===== config.mk =====
export PLATFORM = sky130hd
export DESIGN_NAME = digit_scan_ctrl
export DESIGN_NICKNAME = d
export VERILOG_FILES = /design/src/rtl/digit_scan_ctrl.sv
export SDC_FILE = /design/constraint.sdc
export NUM_CORES = 1
export LEC_CHECK = 0
export CAP_MARGIN = 25
export CORE_ASPECT_RATIO = 2
export CORE_MARGIN = 5
export CORE_UTILIZATION = 25
export DETAILED_ROUTE_END_ITERATION = 10
export GPL_TIMING_DRIVEN = 0
export MAX_ROUTING_LAYER = met4
export PLACE_DENSITY_LB_ADDON = 0.3
export SYNTH_ARGS = -nofsm -noshare
export SYNTH_HDL_FRONTEND = slang
export SYNTH_SLANG_ARGS = --single-unit

===== constraint.sdc =====
create_clock -name clk -period 2.3 [get_ports clk]
set_input_delay 0.46 -clock clk [delete_from_list [all_inputs] [get_ports clk]]
set_output_delay 0.46 -clock clk [all_outputs]
set_load 0.02 [all_outputs]

===== src/rtl/digit_scan_ctrl.sv =====
// Multiplexed 4-digit BCD display scanner.
// Accepts a 16-bit BCD value through a valid/ready handshake, holds a new
// value in a one-deep pending register until the current frame completes,
// and scans the four digits with a programmable per-digit dwell time.
// Leading-zero blanking is optional; out-of-range nibbles raise a sticky flag.
module digit_scan_ctrl #(
  parameter int SCAN_DIV = 50000,
  parameter bit BLANK_LZ = 1'b1
) (
  input  logic        clk,
  input  logic        rst_n,
  input  logic        in_valid,
  input  logic [15:0] in_value,
  output logic        in_ready,
  output logic [3:0]  num,
  output logic [3:0]  dig_n,
  output logic        bcd_err
);

  typedef enum logic {
    IDLE = 1'b0,
    SCAN = 1'b1
  } state_t;

  // Prescaler wide enough for the largest legal dwell (2^20 cycles).
  localparam int            PW   = 20;
  localparam logic [PW-1:0] TERM = PW'(SCAN_DIV - 1);

  // True when any nibble of the value is outside 0..9.
  function automatic logic bad_bcd(input logic [15:0] v);
    logic bad;
    bad = 1'b0;
    for (int k = 0; k < 4; k++) begin
      if (v[4*k +: 4] > 4'd9) bad = 1'b1;
    end
    return bad;
  endfunction

  // Digit idx is blanked when it and every higher nibble are zero; digit 0
  // always stays lit so a zero value still shows a single "0".
  function automatic logic blank_digit(input logic [15:0] v, input logic [1:0] idx);
    logic [15:0] upper;
    upper = v >> {idx, 2'b00};
    return BLANK_LZ && (idx != 2'd0) && (upper == 16'h0000);
  endfunction

  state_t         state_q, state_d;
  logic [15:0]    disp_q, disp_d;
  logic [15:0]    pend_q, pend_d;
  logic           pend_full_q, pend_full_d;
  logic [PW-1:0]  presc_q, presc_d;
  logic [1:0]     idx_q, idx_d;
  logic [3:0]     num_q, num_d;
  logic [3:0]     dig_n_q, dig_n_d;
  logic           bcd_err_q, bcd_err_d;

  logic           xfer;
  logic           slot_end;
  logic           frame_end;

  assign in_ready  = ~pend_full_q;
  assign xfer      = in_valid & in_ready;
  assign slot_end  = (presc_q == TERM);
  assign frame_end = slot_end && (idx_q == 2'd3);

  assign num     = num_q;
  assign dig_n   = dig_n_q;
  assign bcd_err = bcd_err_q;

  // State register and all datapath registers; reset clears every held value.
  always_ff @(posedge clk) begin
    if (!rst_n) begin
      state_q     <= IDLE;
      disp_q      <= 16'h0000;
      pend_q      <= 16'h0000;
      pend_full_q <= 1'b0;
      presc_q     <= '0;
      idx_q       <= 2'd0;
      num_q       <= 4'h0;
      dig_n_q     <= 4'hF;
      bcd_err_q   <= 1'b0;
    end else begin
      state_q     <= state_d;
      disp_q      <= disp_d;
      pend_q      <= pend_d;
      pend_full_q <= pend_full_d;
      presc_q     <= presc_d;
      idx_q       <= idx_d;
      num_q       <= num_d;
      dig_n_q     <= dig_n_d;
      bcd_err_q   <= bcd_err_d;
    end
  end

  // Next-state, scan timing, frame-aligned value swap and registered digit drive.
  always_comb begin
    state_d     = state_q;
    disp_d      = disp_q;
    pend_d      = pend_q;
    pend_full_d = pend_full_q;
    presc_d     = presc_q;
    idx_d       = idx_q;
    num_d       = 4'h0;
    dig_n_d     = 4'hF;
    bcd_err_d   = bcd_err_q | (xfer & bad_bcd(in_value));

    case (state_q)
      IDLE: begin
        // First value bypasses pending and starts a frame straight away.
        if (xfer) begin
          disp_d  = in_value;
          state_d = SCAN;
          presc_d = '0;
          idx_d   = 2'd0;
        end
      end

      SCAN: begin
        num_d = disp_q[{idx_q, 2'b00} +: 4];
        if (!blank_digit(disp_q, idx_q)) begin
          dig_n_d = ~(4'b0001 << idx_q);
        end

        if (slot_end) begin
          presc_d = '0;
          idx_d   = idx_q + 2'd1;
        end else begin
          presc_d = presc_q + PW'(1);
        end

        // Swap only at the frame boundary so a frame never mixes two values.
        // A full pending register blocks in_ready, so no transfer collides here.
        if (frame_end && pend_full_q) begin
          disp_d      = pend_q;
          pend_full_d = 1'b0;
        end else if (xfer) begin
          pend_d      = in_value;
          pend_full_d = 1'b1;
        end
      end

      default: begin
        state_d = IDLE;
      end
    endcase
  end

endmodule


==> results of run 1 <==
[final timing paths]
kind | start | slack [ns] | end
worst max register to register | presc_q[10]$_SDFFE_PN0P_ | 0.11 | disp_q[10]$_SDFFE_PN0P_
worst max-delay path | presc_q[10]$_SDFFE_PN0P_ | 0.11 | disp_q[10]$_SDFFE_PN0P_
worst min-delay path | pend_q[5]$_SDFFE_PN0P_ | 0.45 | pend_q[5]$_SDFFE_PN0P_
worst min register to register | pend_q[5]$_SDFFE_PN0P_ | 0.45 | pend_q[5]$_SDFFE_PN0P_
[final cells by class]
class | instances | share of cell area [%]
plain buffers | 22 | 2.84
multi-input cells | 263 | 42.8
well taps | 147 | 4.65
flip-flops and latches | 65 | 32.9
repair buffers | 29 | 7.27
inverters | 9 | 0.885
clock inverters | 5 | 2.59
clock buffers | 11 | 6.13
[critical path, stage by stage (launching register included)]
cell and delay [ns]:
dfxtp_1 0.30, buf_6 0.13, or4_4 0.55, nor4_4 0.33, nand3_2 0.20, buf_6 0.21, and3_4 0.17, o21a_1 0.18
[power by group through the flow]
stage,logic (mW),registers [mW],clock network [mW]
2_1_floorplan,0.171,1.21,0
3_3_place_gp,0.274,1.21,0
3_5_place_dp,0.278,1.21,0
4_1_cts,0.281,1.19,1.61
5_1_grt,0.310,1.19,1.66
6_report,0.277,1.19,1.58
[cell usage in the layout, fill, tap and decap left out, types with 13 or more instances in the layout]
cell	n
mux2i_1	19
dfxtp_1	65
o21a_1	17
nand2_1	53
clkdlybuf4s50_1	28
clkbuf_1	13
a21oi_1	48
nor2_1	13
o21ai_0	15
and3_1	15
[synth_stat cells]
cell type  instances  area share [%]
dfxtp_1           65              42
nand2_1           53             6.4
a21oi_1           49             7.9
mux2i_1           19             6.1
o21a_1            17             4.1
and3_1            15             3.0
clkbuf_1          15             1.8
o21ai_0           15             2.4
nor2_1            13             1.6
nand3_1           10             1.6
a31oi_1            8             1.6
inv_1              8            0.96
nand4_1            6             1.2
nor2b_1            6             1.2
nor4_1             6             1.2
a22o_1             5             1.4
ha_1               5             2.0
and3_4             4             1.4
mux4_2             4             2.9
nor3_1             4            0.64
buf_2              3            0.48
buf_6              3             1.1
or4_1              3            0.72
nand2b_1           2            0.40
nand3b_1           2            0.48
nor4_2             2            0.80
xnor2_1            2            0.56
xor2_1             2            0.56
a21boi_0           1            0.24
a21o_1             1            0.24
a22oi_1            1            0.24
a41o_1             1            0.32
and2_1             1            0.20
and4_1             1            0.28
buf_1              1            0.12
clkinv_1           1            0.12
nand3_2            1            0.32
nor4_4             1            0.68
or3_1              1            0.20
or4_4              1            0.36
or4b_1             1            0.32
[routing by layer]
metal  vias up  part of all wire, %
met3        24                  3.4
li1       1376                    -
met4         0                  3.6
met2        57                   56
met5         -                    0
met1      1231                   37
[kinds of logic after synthesis]
logic type / synth area share, %
compound gates: 18.4
mux: 9.00
xor+xnor: 1.13
fa+ha+maj: 2.01
simple gates: 23.1
buf+inv: 4.58
flops: 41.8
[per-stage QoR]
stage | worst slack [ns] | cells | TNS (ns) | util (%)
3_5_place_dp | -0.623 | 535 | -8.70 | 29.4
5_1_grt | -0.0257 | 551 | -0.0257 | 32.5
6_report | 0.107 | 551 | 0 | 32.5
2_1_floorplan | 0.321 | 359 | 0 | -
3_3_place_gp | -0.984 | 534 | -12.72 | 29.3
4_1_cts | 0.0567 | 551 | 0 | 32.3
[flip-flops by register name, indices dropped and copies added, names as in the netlist]
name         count
pend_full_q      1
presc_q         20
dig_n            4
num              4
bcd_err          1
state_q          1
disp_q          16
idx_q            2
pend_q          16
==> flow_summary.json, run 1 <==
{
  "cts_tree": "done",
  "worst_pin_slew_ns": 0.858,
  "hp-class": "flop to flop",
  "design_area_um2": 3960,
  "ctsHtreeMaxLevel": 3,
  "peakVddDrop_v": 0.000363,
  "synth_nets": 383,
  "p_per_area_nw_per_um2": 769,
  "ys_types": 41,
  "vias_per_cell": 4.88,
  "final_antenna_net_count": 0,
  "fin_skew_ns": 0.00761,
  "ys_ff_latch": 65,
  "grt_max_degree": 12,
  "seqCellArea_um2": 1300,
  "outcome": "completed",
  "clk_latency_ns": 0.33,
  "whs_ns": 0.452,
  "slew_viol_final": 0,
  "max_clock_freq_ghz": 0.456,
  "final_nets": 423,
  "relSlewSlack_pct": 42.3,
  "ios": 29,
  "cts_hold_buf": 0,
  "seq_area_frac_synth_pct": 41.8,
  "clkSinkCount": 65,
  "synth.avg_cell_area_um2": 8.67,
  "cts_root_buffer": "clkbuf_16",
  "hold_viol_final": 0,
  "grt_use_met3_pct": 2.25,
  "met1_usage_pct": 11.1,
  "post-route-period-util_pct": 95.3,
  "die_y_um": 168,
  "clk_path_buf_depth": 2,
  "numCtsBuffers": 9,
  "yosysWarnings": 0,
  "syn_inst": 359,
  "drt-total-wl_mm": 8.12,
  "cts_setup_buffers": 0,
  "grt_pass1_vias": 2697,
  "setup.worst_path.start_class": "flop",
  "p_total_mw": 3.04,
  "row_count": 57,
  "grt_busiest_layer": "met2",
  "multi_input_area_um2": 1690,
  "seqPwrFrac_pct": 39.1,
  "grt_use_met2_pct": 21.9,
  "design.core.area_um2": 12200,
  "drc": 0,
  "drt_iter0_markers": 98,
  "dieArea_um2": 14900,
  "critPathCaptureType": "flop",
  "diodes": 0,
  "p_int_mw": 2.37,
  "hpwlAfterDp_mm": 6.38,
  "rsz0062_at_grt": "true",
  "nFillCells": 1270,
  "synth_area_um2": 3110,
  "worstPathArrival_ns": 2.41,
  "swShare_pct": 22.0,
  "area_delta_synth_final_pct": 27.1,
  "gp_congestion": 0.811,
  "cts_resized": 3,
  "crit_fanout": 10,
  "wl_per_cell_um": 14.7,
  "grt_pass1_wl_mm": 13.2,
  "worst-setup-path-type": "flop to flop",
  "power_switching_uw": 670,
  "clockPowerShare_pct": 51.9,
  "p_leak_nw": 1.44,
  "drive_above_1_share_pct": 10.4,
  "min_period_ns": 2.19,
  "clk_pin_slew_ns": 0.06,
  "overflow": 0,
  "grt.total_usage_pct": 11.9,
  "antenna_found_initial": 0,
  "required_ns": 2.52,
  "die_w_um": 88.9,
  "setup_violations": 0,
  "reg2reg_depth": 7,
  "io_buffers": 28,
  "maxCapViolCount": 0,
  "placed_cell_area_um2": 3590,
  "holdPathStages": 2,
  "vias": 2688,
  "first_pass_iters": 4,
  "combinationalPowerShare_pct": 9.1,
  "start_util_pct": 25.5
}
(Power assumes the default switching activity.)
==> inputs of run 2 (changes only) <==
MAX_ROUTING_LAYER = not set   (was met4)
SKIP_LAST_GASP = 1   (was not set)
clock period = 2.35 ns   (was 2.3 ns; I/O delays follow)
==> flow_summary.json, run 2 (synthesis results as in run 1) <==
{
  "worstPathCellList": "buf_6 -> or4_4 -> nor4_4 -> nand3_2 -> buf_6 -> and3_4 -> o21a_1",
  "diodes": 0,
  "maxCapViolCount": 0,
  "r2r-end": "disp_q[10]$_SDFFE_PN0P_",
  "ios": 29,
  "reg2reg_depth": 7,
  "combinationalPowerShare_pct": 9.1,
  "clockPowerShare_pct": 51.8,
  "holdPathStages": 2,
  "vias_per_cell": 4.88,
  "drive_above_1_share_pct": 9.90,
  "layout_commonest_cell": "dfxtp_1",
  "vias": 2690,
  "required_ns": 2.57,
  "clk_latency_ns": 0.33,
  "relSlewSlack_pct": 42.3,
  "setup_ws_ns": 0.178,
  "drt-total-wl_mm": 8.10,
  "worst-setup-path-type": "flop to flop",
  "crit_fanout": 10,
  "r2r-start": "presc_q[10]$_SDFFE_PN0P_",
  "cpMaxStageDelayCell": "or4_4",
  "setup_violations": 0,
  "cts_root_buffer": "clkbuf_16",
  "p_int_mw": 2.32,
  "antenna_found_initial": 0,
  "area_delta_synth_final_pct": 26.6,
  "overflow": 0,
  "grt_pass1_wl_mm": 13.2,
  "die_w_um": 88.9,
  "swShare_pct": 21.9,
  "clk_path_buf_depth": 2,
  "seqPwrFrac_pct": 39.1,
  "rsz0062_at_grt": "true",
  "peakVddDrop_v": 0.000356,
  "grt_max_degree": 12,
  "layout_common_cells": "65 x dfxtp_1, 53 x nand2_1, 48 x a21oi_1",
  "regMostFlops": "presc_q",
  "hp-class": "flop to flop",
  "io_buffers": 28,
  "first_pass_iters": 4,
  "max_clock_freq_ghz": 0.460,
  "post-place-ws_ns": -0.583,
  "critPathBufInv": 2,
  "clk_pin_slew_ns": 0.06,
  "post-route-util_pct": 32.3,
  "reg.largest.list": "presc_q (20), disp_q (16), pend_q (16)",
  "grt.total_usage_pct": 11.6,
  "dieArea_um2": 14900,
  "hold_viol_final": 0,
  "numCtsBuffers": 9,
  "wl_per_cell_um": 14.7,
  "hold_path_startpoint": "pend_q[5]$_SDFFE_PN0P_",
  "setup_tns_ns": 0,
  "critical-path-top-delay-family": "simple AND/OR/NAND/NOR gates",
  "largest_register_ffs": 20,
  "final_cells": 551,
  "p_leak_nw": 1.43,
  "design.core.area_um2": 12200,
  "cts_tree": "done",
  "setup.worst_path.start_class": "flop",
  "final_nets": 423,
  "final_antenna_net_count": 0,
  "cp_common_cell": "buf_6",
  "start_util_pct": 25.5,
  "row_count": 57,
  "die_y_um": 168,
  "placed_cell_area_um2": 3590,
  "p_per_area_nw_per_um2": 755,
  "ctsHtreeMaxLevel": 3,
  "cts_hold_buf": 0,
  "post-route-period-util_pct": 92.4,
  "worstHoldEndpoint": "pend_q[5]$_SDFFE_PN0P_",
  "design_area_um2": 3940,
  "grt_pass1_vias": 2697,
  "fin_skew_ns": 0.00630,
  "slew_viol_final": 0,
  "gp_congestion": 0.799,
  "outcome": "completed",
  "power_switching_uw": 652,
  "p_total_mw": 2.98,
  "drc": 0,
  "max_stage_delay_ns": 0.54,
  "worstPathArrival_ns": 2.39,
  "worst_pin_slew_ns": 0.857,
  "rrSetupSlack_ns": 0.18,
  "drt_iter0_markers": 91,
  "clkSinkCount": 65,
  "min_period_ns": 2.17,
  "hpwlAfterDp_mm": 6.38,
  "dpl.cell_count": 535,
  "critPathCaptureType": "flop",
  "whs_ns": 0.452
}
## run 2: cell count changes in the layout (fill, tap and decap cells not counted)
cell,change
clkbuf_1,+1
clkbuf_2,-1
nand3_1,+1
nand3_2,-1
nor4_2,+1
nor4_4,-1
## run 2: power groups by stage
stage	Clock (mW)	Sequential (mW)	Combinational, mW
floorplan	0	1.18	0.168
global placement	0	1.19	0.268
detailed placement	0	1.19	0.272
CTS	1.58	1.16	0.275
global route	1.63	1.17	0.303
finish	1.54	1.16	0.271
## run 2: repair_timing
action	4_1_cts	5_1_grt
setup endpoints to repair	7	25
resized for setup	2	5
cloned	0	0
buffers inserted	0	0
## run 2: area by class of cell
type / count / area [um2]
Inverter: 9 / 35.0
Buffer: 22 / 111
Clock buffer: 11 / 243
Timing Repair Buffer: 29 / 288
Sequential cell: 65 / 1300
Multi-Input combinational cell: 263 / 1680
Tap cell: 147 / 184
Clock inverter: 5 / 103
Fill cell: 1275 / 8250
## run 2: how the worst max path moves through the flow
stage                              from                  endpoint  slack [ns]  cells after the start
2_1_floorplan  presc_q[10]$_SDFFE_PN0P_   disp_q[10]$_SDFFE_PN0P_        0.37                      7
3_3_place_gp                      rst_n   presc_q[9]$_SDFFE_PN0P_       -0.94                      6
3_5_place_dp                      rst_n   presc_q[9]$_SDFFE_PN0P_       -0.58                      7
4_1_cts              state_q$_SDFF_PN0_  presc_q[13]$_SDFFE_PN0P_        0.05                      6
5_1_grt        presc_q[10]$_SDFFE_PN0P_     idx_q[1]$_SDFFE_PN0P_      -0.002                      6
6_report       presc_q[10]$_SDFFE_PN0P_   disp_q[10]$_SDFFE_PN0P_        0.18                      7
## run 2: worst register-to-register path, stage by stage (launching register included)
cell and delay (ns):
dfxtp_1 0.30, buf_6 0.13, or4_4 0.54, nor4_4 0.32, nand3_2 0.20, buf_6 0.22
and3_4 0.18, o21a_1 0.18
## run 2: metal layers
| metal | track usage (%) | wire length (um) | vias up |
|---|---|---|---|
| met5 | 0 | 0 | - |
| met4 | 6.25 | 273 | 0 |
| met3 | 2.49 | 314 | 17 |
| met2 | 21.9 | 4570 | 60 |
| met1 | 11.0 | 2940 | 1239 |
| li1 | - | - | 1374 |
